<file path="src/rtl/rvee_pcgen_pkg.sv">
// Shared definitions for the RVee PC generator and downstream PC arithmetic.
// Build option: RVEE_PCGEN_MISALIGN_TRAP_EN (see rvee_pcgen.sv).
package rvee_pcgen_pkg;

    localparam int unsigned INSN_BYTES = 4;

    typedef enum logic [1:0] {
        ST_RESET = 2'd0,
        ST_RUN   = 2'd1,
        ST_HOLD  = 2'd2,
        ST_FAULT = 2'd3
    } pcgen_state_t;

    function automatic logic is_insn_aligned(input logic [1:0] pc_lsb);
        return pc_lsb == 2'b00;
    endfunction

endpackage

</file>
<file path="src/rtl/rvee_pcgen_if.sv">
// PC-issue handshake between the PC generator (master) and the fetch unit (slave).
interface rvee_pcgen_if #(
    parameter int unsigned XLEN = 32
);
    logic            valid;
    logic [XLEN-1:0] pc;
    logic            jmp_out;
    logic            jmp;
    logic            jmp_ff;
    logic            ready;
    logic            ready_ff;

    modport pcgen_port (
        output valid, pc, jmp_out, jmp, jmp_ff,
        input  ready, ready_ff
    );

    modport fetch_port (
        input  valid, pc, jmp_out, jmp, jmp_ff,
        output ready, ready_ff
    );
endinterface

</file>
<file path="src/rtl/rvee_pcgen.sv">
// RVee program-counter generator: issues fetch PCs, absorbs redirects, honours stalls.
// Define RVEE_PCGEN_MISALIGN_TRAP_EN to trap misaligned redirect targets instead of masking them.
module rvee_pcgen
    import rvee_pcgen_pkg::*;
#(
    parameter int unsigned       XLEN     = 32,
    parameter logic [XLEN-1:0]   RESET_PC = '0
) (
    input  logic                 clk,
    input  logic                 rst,
    rvee_pcgen_if.pcgen_port     pcgen_if,
    input  logic                 redirect_valid,
    input  logic [XLEN-1:0]      redirect_pc,
    input  logic                 stall,
    output logic                 misalign_valid,
    output logic [XLEN-1:0]      misalign_pc
);

    pcgen_state_t    r_state;
    pcgen_state_t    w_state_nxt;
    logic [XLEN-1:0] r_pc_ff;
    logic            r_jmp;
    logic            r_jmp_ff;

    logic            w_live;
    logic            w_redir_ok;
    logic            w_redir_bad;
    logic [XLEN-1:0] w_target;
    logic [XLEN-1:0] w_pc;
    logic [XLEN-1:0] w_pc_inc;
    logic            w_valid;
    logic            w_accept;

    // Redirects are ignored while the state register is still in RESET.
    assign w_live = (r_state != ST_RESET);

`ifdef RVEE_PCGEN_MISALIGN_TRAP_EN
    logic            r_mis_valid;
    logic [XLEN-1:0] r_mis_pc;
    logic            w_unused;

    assign w_target    = redirect_pc;
    assign w_redir_ok  = redirect_valid && w_live &&  is_insn_aligned(redirect_pc[1:0]);
    assign w_redir_bad = redirect_valid && w_live && !is_insn_aligned(redirect_pc[1:0]);
    assign w_unused    = pcgen_if.ready_ff;

    always_ff @(posedge clk) begin
        if (rst) begin
            r_mis_valid <= 1'b0;
            r_mis_pc    <= '0;
        end else begin
            r_mis_valid <= w_redir_bad;
            if (w_redir_bad) begin
                r_mis_pc <= redirect_pc;
            end
        end
    end

    assign misalign_valid = r_mis_valid;
    assign misalign_pc    = r_mis_pc;
`else
    logic w_unused;

    assign w_target       = {redirect_pc[XLEN-1:2], 2'b00};
    assign w_redir_ok     = redirect_valid && w_live;
    assign w_redir_bad    = 1'b0;
    assign w_unused       = ^{redirect_pc[1:0], pcgen_if.ready_ff};
    assign misalign_valid = 1'b0;
    assign misalign_pc    = '0;
`endif

    // ready never feeds valid, so the handshake is free of combinational loops.
    assign w_valid  = (r_state == ST_RUN) && !stall && !w_redir_bad;
    assign w_pc     = w_redir_ok ? w_target : r_pc_ff;
    assign w_pc_inc = w_pc + XLEN'(INSN_BYTES);
    assign w_accept = w_valid && pcgen_if.ready;

    always_comb begin
        // NOTE: default assigned first so every path drives the next state and no latch is inferred.
        w_state_nxt = r_state;
        case (r_state)
            ST_RESET: w_state_nxt = ST_RUN;
            ST_RUN: begin
                if (w_redir_bad)  w_state_nxt = ST_FAULT;
                else if (stall)   w_state_nxt = ST_HOLD;
            end
            ST_HOLD: begin
                if (w_redir_bad)  w_state_nxt = ST_FAULT;
                else if (!stall)  w_state_nxt = ST_RUN;
            end
            ST_FAULT: begin
                if (w_redir_ok)   w_state_nxt = stall ? ST_HOLD : ST_RUN;
            end
            default:              w_state_nxt = ST_RESET;
        endcase
    end

    // NOTE: sequential state uses non-blocking assignments so every register samples pre-edge values.
    always_ff @(posedge clk) begin
        if (rst) begin
            r_state  <= ST_RESET;
            r_pc_ff  <= RESET_PC;
            r_jmp    <= 1'b0;
            r_jmp_ff <= 1'b0;
        end else begin
            r_state  <= w_state_nxt;
            r_jmp_ff <= r_jmp;
            if (w_accept) begin
                r_pc_ff <= w_pc_inc;
                r_jmp   <= 1'b0;
            end else if (w_redir_ok) begin
                r_pc_ff <= w_target;
                r_jmp   <= 1'b1;
            end
        end
    end

    assign pcgen_if.valid   = w_valid;
    assign pcgen_if.pc      = w_pc;
    assign pcgen_if.jmp_out = w_redir_ok;
    assign pcgen_if.jmp     = r_jmp;
    assign pcgen_if.jmp_ff  = r_jmp_ff;

endmodule

</file>
<file path="src/flat_wrapper.sv">
// flat-port wrapper written by rule: the top's interface ports become plain ports
module rvee_pcgen_flat import rvee_pcgen_pkg::*;
#(
    parameter int unsigned       XLEN     = 32,
    parameter logic [XLEN-1:0]   RESET_PC = '0
)
  (clk, rst, redirect_valid, redirect_pc, stall, misalign_valid, misalign_pc, pcgen_if_valid, pcgen_if_pc, pcgen_if_jmp_out, pcgen_if_jmp, pcgen_if_jmp_ff, pcgen_if_ready, pcgen_if_ready_ff);
  rvee_pcgen_if #(.XLEN(XLEN)) pcgen_if_i ();
  input  logic clk;
  input  logic rst;
  input  logic redirect_valid;
  input  logic [XLEN-1:0] redirect_pc;
  input  logic stall;
  output logic misalign_valid;
  output logic [XLEN-1:0] misalign_pc;
  output wire logic [$bits(pcgen_if_i.valid)-1:0] pcgen_if_valid;
  output wire logic [$bits(pcgen_if_i.pc)-1:0] pcgen_if_pc;
  output wire logic [$bits(pcgen_if_i.jmp_out)-1:0] pcgen_if_jmp_out;
  output wire logic [$bits(pcgen_if_i.jmp)-1:0] pcgen_if_jmp;
  output wire logic [$bits(pcgen_if_i.jmp_ff)-1:0] pcgen_if_jmp_ff;
  input wire logic [$bits(pcgen_if_i.ready)-1:0] pcgen_if_ready;
  input wire logic [$bits(pcgen_if_i.ready_ff)-1:0] pcgen_if_ready_ff;
  assign pcgen_if_valid = pcgen_if_i.valid;
  assign pcgen_if_pc = pcgen_if_i.pc;
  assign pcgen_if_jmp_out = pcgen_if_i.jmp_out;
  assign pcgen_if_jmp = pcgen_if_i.jmp;
  assign pcgen_if_jmp_ff = pcgen_if_i.jmp_ff;
  assign pcgen_if_i.ready = pcgen_if_ready;
  assign pcgen_if_i.ready_ff = pcgen_if_ready_ff;
  rvee_pcgen #(.XLEN(XLEN), .RESET_PC(RESET_PC)) u_core (.clk(clk), .rst(rst), .pcgen_if(pcgen_if_i), .redirect_valid(redirect_valid), .redirect_pc(redirect_pc), .stall(stall), .misalign_valid(misalign_valid), .misalign_pc(misalign_pc));
endmodule
</file>
<file path="config.mk">
export PLATFORM = sky130hd
export DESIGN_NAME = rvee_pcgen_flat
export DESIGN_NICKNAME = d
export VERILOG_FILES = /design/src/rtl/rvee_pcgen_pkg.sv /design/src/rtl/rvee_pcgen_if.sv /design/src/rtl/rvee_pcgen.sv /design/src/flat_wrapper.sv
export SDC_FILE = /design/constraint.sdc
export NUM_CORES = 1
export LEC_CHECK = 0
export CORE_MARGIN = 2
export CORE_UTILIZATION = 44
export CTS_CLUSTER_DIAMETER = 200
export DETAILED_ROUTE_END_ITERATION = 10
export GPL_TIMING_DRIVEN = 1
export PLACE_DENSITY_LB_ADDON = 0.12
export REMOVE_ABC_BUFFERS = 1
export SLEW_MARGIN = 10
export SYNTH_ARGS = -nofsm -noshare
export SYNTH_HDL_FRONTEND = slang
export SYNTH_SLANG_ARGS = --single-unit
</file>
<file path="constraint.sdc">
create_clock -name clk -period 3 [get_ports clk]
set_input_delay 0.3 -clock clk [delete_from_list [all_inputs] [get_ports clk]]
set_output_delay 0.3 -clock clk [all_outputs]
set_load 0.005 [all_outputs]
</file>
==> flow_summary.yaml, run 1 <==
timing:
  rsz0062_at_grt: "no"
  layout_setup_ws_ps: 294
  maxClockFrequency_ghz: 0.370
  finalSetupViolations: 0
  fin_crit_sh_pct: 90.2
  final.setup_skew_ps: 10.1
  finalSetupTns_ps: 0
  period_needed_ps: 2710
  hold_viol_final: 0
  tightest_slew_ps: 555
  relSlewSlack_pct: 61.9
  drv_slew: 0
logic_synthesis:
  yosysWarningCount: 0
  ys_types: 51
  synthCells: 345
  ys_ff_latch: 36
  async_flop_share_pct: 0
  ys_seq_area_share_pct: 27.6
  synthFlopType: "dfxtp_1"
  synth-edff-count: 0
  synth_area_um2: 2620
  syn_area_per_cell_um2: 7.58
critical_path:
  start_kind: "flop"
  cp_num_buf_inv: 2
  crit_family: "buffers and inverters"
  required_ps: 2700
  r2r_end: "u_core.r_pc_ff[22]"
  ff2ff_setup_slack_ps: 330
  critical-path-max-stage-delay_ps: 490
  path_class: "flop to output pin"
  worstSetupEndpointType: "output pin"
  path_max_fanout: 26
  critPathArrivalTime_ps: 2410
  reg2reg_from: "u_core.r_state[1]"
  cpMaxStageDelayCell: "o21ai_4"
  r2r_cells: 7
  worstPathCellList: "o21ai_4 -> buf_4 -> mux2_2 -> clkdlybuf4s50_1"
final_layout:
  layout_commonest_cell: "clkdlybuf4s50_1"
  mostFrequentLayoutCells: "clkdlybuf4s50_1 (70), nand2_1 (67), dfxtp_1 (36), conb_1 (33), nor2_1 (25)"
  multi_input_area_um2: 1660
  regArea_um2: 721
  final_layout_size_suffix_gt1_share_pct: 8.83
  fin_cells: 494
  antenna_cells: 0
  fin_nets: 457
  nFillCells: 599
  syn_to_final_growth_pct: 29.8
placement:
  gp_congestion: 0.823
  dp_cells: 486
  dpl.hpwl_um: 5030
  portBuffers: 70
  dp_slack_ps: 218
global_route:
  grt_usage_pct: 20.9
  grt_remaining_overflow: 0
  grt_pass1_vias: 2306
  grt_antenna_before_repair: 0
  grt_pass1_wl_um: 10800
  grt_start_max_net_pins: 32
cts:
  cts_hold_buf: 0
  clk_pin_slew_ps: 80
  postCtsSetupRepairBufs: 0
  clock_latency_ps: 290
  cts_tree: "yes"
  cts-root-buf: "clkbuf_8"
  cts-buffers-inserted: 5
  cts-resized-gates: 0
  htree_levels: 2
  cts.sinks: 36
  cts_max_path_buffers: 2
drt:
  drc: 0
  postRouteAntennaNets: 0
  wire_per_inst_um: 13.4
  drtPass1Iterations: 4
  first_iter_violations: 85
  via_per_inst: 5.18
  wl_um: 6640
  num_vias: 2558
floorplanning:
  die_w_um: 81.1
  dieArea_um2: 6580
  start_util_pct: 45.0
  dieHeight_um: 81.1
  rows: 28
  fp.coreArea_um2: 5820
  pin_count: 107
hold_path:
  hp-start: "u_core.r_pc_ff[1]"
  whs_endpoint: "u_core.r_pc_ff[1]"
  hold_depth: 1
  min_path_type: "flop to flop"
pwr:
  ir_worst_vdd_mv: 0.253
  power_density_nw_per_um2: 360
  leakage_nw: 1.39
run:
  maxCapViolCount: 0
run_status:
  status: "completed"
==> sequential cells by signal, indices dropped and copies added (netlist names) <==
| register | count |
|---|---|
| u_core.r_state | 2 |
| u_core.pcgen_if.jmp | 1 |
| u_core.pcgen_if.jmp_ff | 1 |
| u_core.r_pc_ff | 32 |
==> final cells by class <==
cell class,count,area share [%]
inverter,9,1.07
clock buffer,7,2.54
timing repair buffer,80,23.2
clock inverter,1,0.221
sequential,36,21.2
multi-input combinational,286,48.9
tap,75,2.76
==> layer usage <==
metal / wire length, µm / track usage (%) / share of wire (%) / vias up
li1: - / - / - / 1308
met3: 257 / 3.78 / 3.9 / 6
met2: 3070 / 33.0 / 46 / 60
met5: 0 / 0 / 0 / -
met4: 59 / 4.75 / 0.89 / 0
met1: 3260 / 29.8 / 49 / 1184
==> worst max path at each step <==
stage	from	end	slack (ps)	cells past startpoint
floorplan	u_core.r_state[1]	u_core.r_pc_ff[29]	370	6
global placement	redirect_valid	u_core.r_pc_ff[24]	290	8
detailed placement	redirect_valid	u_core.r_pc_ff[22]	220	8
CTS	u_core.r_state[1]	pcgen_if_pc[26]	290	4
global route	u_core.r_state[1]	u_core.r_pc_ff[22]	120	7
finish	u_core.r_state[1]	pcgen_if_pc[26]	290	4
==> Yosys cell counts, types with 3 or more instances <==
cell type  instances  share of area [%]
a21oi_1           17                3.3
a31oi_1            5                1.2
a41o_1             4                1.5
and2_1             3               0.72
and3_1             9                2.2
buf_2              7                1.3
buf_4             34                9.8
dfxtp_1           36                 28
inv_1              7                1.0
mux2_2            11                4.7
mux2i_1           12                4.6
nand2_1           67                9.6
nand3_1           14                2.7
nand4_1            6                1.4
nor2_1            25                3.6
nor3_1             9                1.7
nor4_1             5                1.2
o21ai_0           11                2.1
o221ai_1           4                1.3
o31ai_1            6                1.7
or3_1              5                1.2
or4_1              6                1.7
xor2_1             7                2.3
==> per-stage QoR <==
stage	instance area (µm²)	hold slack, ps	total power, mW	util, %
6_report	3390	480	1.22	58.4
2_1_floorplan	2420	369	0.680	-
5_1_grt	3390	503	1.29	58.4
4_1_cts	3390	485	1.24	58.4
3_3_place_gp	3300	458	0.861	56.8
3_5_place_dp	3300	458	0.865	56.8
==> cell families after synthesis <==
kind of cell | Yosys count | share of synthesized area [%]
and+or+nand+nor | 159 | 30.0
AOI/OAI and AO/OA | 61 | 15.9
buffers and inverters | 55 | 13.5
DFF | 36 | 27.6
muxes | 23 | 9.33
xor gates and xnor gates | 9 | 3.01
adders and majority gates | 1 | 0.478
other | 1 | 0.143
==> report_power, final <==
group          total (mW)  switching (mW)  internal (mW)  leakage [nW]
Clock               0.368           0.181          0.187        0.0445
Sequential          0.524          0.0192          0.505         0.294
Combinational       0.331           0.157          0.174          1.05
Total                1.22           0.357          0.866          1.39
(Power assumes the default switching activity.)
==> run 2: changes to the inputs <==
--- a/config.mk
+++ b/config.mk
@@ -5,7 +5,7 @@
 export SDC_FILE = /design/constraint.sdc
 export NUM_CORES = 1
 export LEC_CHECK = 0
-export CORE_MARGIN = 2
+export ABC_CLOCK_PERIOD_IN_PS = 3000
 export CORE_UTILIZATION = 44
 export CTS_CLUSTER_DIAMETER = 200
 export DETAILED_ROUTE_END_ITERATION = 10
==> run 2 against run 1 <==
Compared with the run above: final cell count down 1.2%; clock power shrank 16%; total power is 4.7% lower; critical endpoint is now pcgen_if_pc[17]; largest power group unchanged.
==> flow_summary.yaml, run 2 (synthesis gave the netlist of run 1 again) <==
final_layout:
  multi_input_area_um2: 1660
  fin_nets: 457
  regArea_um2: 721
  top_regs: "u_core.r_pc_ff x32, u_core.r_state x2"
  fin_cells: 488
  post-route-cell-area_um2: 3370
  nFillCells: 546
  syn_to_final_growth_pct: 28.7
  layout_commonest_cell: "clkdlybuf4s50_1"
  mostFrequentLayoutCells: "clkdlybuf4s50_1 (70), nand2_1 (67), dfxtp_1 (36), conb_1 (33), nor2_1 (25)"
  top_register: "u_core.r_pc_ff"
  largest_register_ff_count: 32
  final_layout_size_suffix_gt1_share_pct: 8.41
  antenna_cells: 0
timing:
  layout_setup_ws_ps: 323
  rsz0062_at_grt: "no"
  finalSetupTns_ps: 0
  drv_slew: 0
  final.setup_skew_ps: 4.59
  fin_crit_sh_pct: 89.2
  relSlewSlack_pct: 60.9
  tightest_slew_ps: 570
  hold_viol_final: 0
  finalSetupViolations: 0
  period_needed_ps: 2680
  maxClockFrequency_ghz: 0.374
placement:
  dp_cells: 483
  gp_congestion: 0.810
  dp_slack_ps: 300
  portBuffers: 70
  dpl.hpwl_um: 5000
  postPlaceCellArea_um2: 3300
floorplanning:
  dieArea_um2: 6260
  dieHeight_um: 79.1
  rows: 27
  die_w_um: 79.1
  pin_count: 107
  fp.coreArea_um2: 5610
  start_util_pct: 46.6
global_route:
  grt_pass1_wl_um: 10500
  grt_remaining_overflow: 0
  grt_pass1_vias: 2283
  grt_usage_pct: 21.3
  grt_antenna_before_repair: 0
  grt_start_max_net_pins: 32
drt:
  postRouteAntennaNets: 0
  wl_um: 6570
  wire_per_inst_um: 13.5
  num_vias: 2597
  via_per_inst: 5.32
  drc: 0
  drtPass1Iterations: 4
  first_iter_violations: 140
critical_path:
  worstSetupEndpointType: "output pin"
  start_kind: "input pin"
  path_class: "input pin to output pin"
  critPathArrivalTime_ps: 2380
  path_max_fanout: 29
  required_ps: 2700
run:
  maxCapViolCount: 0
cts:
  htree_levels: 2
  cts.sinks: 36
  clk_pin_slew_ps: 60
  postCtsSetupRepairBufs: 0
  cts-buffers-inserted: 5
  clock_latency_ps: 280
  cts_hold_buf: 0
  cts_max_path_buffers: 2
  cts-resized-gates: 0
  cts_tree: "yes"
  cts-root-buf: "clkbuf_8"
pwr:
  ir_worst_vdd_mv: 0.255
  power_density_nw_per_um2: 346
  leakage_nw: 1.38
hold_path:
  min_path_type: "flop to flop"
run_status:
  status: "completed"
-- run 2: layout make-up --
cell class,instances,share of cell area (%)
multi-input cells,286,49.4
repair buffers,80,23.4
flip-flops and latches,36,21.4
well taps,72,2.68
clock buffers,5,2.04
inverters,9,1.08
-- run 2: per-layer routing --
metal	share of wire, %	up-vias	wire, µm	GRT usage (%)
met3	5.8	5	381	4.48
met1	47	1183	3080	27.7
met2	47	95	3060	35.6
met4	0.78	0	51	5.45
li1	-	1314	-	-
met5	0	-	0	0
-- run 2: final timing paths --
path | from | slack, ps | end | cells past startpoint
setup / recovery | redirect_valid | 320 | pcgen_if_pc[17] | 7
hold / removal | u_core.r_pc_ff[0] | 480 | u_core.r_pc_ff[0] | 1
setup reg to reg | u_core.r_state[1] | 540 | u_core.r_pc_ff[24] | 7
hold reg to reg | u_core.r_pc_ff[0] | 480 | u_core.r_pc_ff[0] | 1
-- run 2: where the power goes --
| group | internal (mW) | switching, mW |
|---|---|---|
| Sequential | 0.505 | 0.0187 |
| Combinational | 0.174 | 0.157 |
| Clock | 0.150 | 0.161 |
| Total | 0.829 | 0.336 |
-- run 2: per-stage QoR --
step	hold slack, ps	power (mW)	utilization, %
final	481	1.17	60.0
after global routing	488	1.24	60.0
after CTS	482	1.18	60.0
after detailed placement	459	0.865	58.8
after global placement	458	0.860	58.8
after floorplan	369	0.680	-
-- run 2: worst max-delay path: stages --
cell and delay (ps):
clkdlybuf4s50_1 530, o21ai_4 130, inv_4 220, buf_12 230, mux2i_1 370, inv_1 120
clkdlybuf4s50_1 460
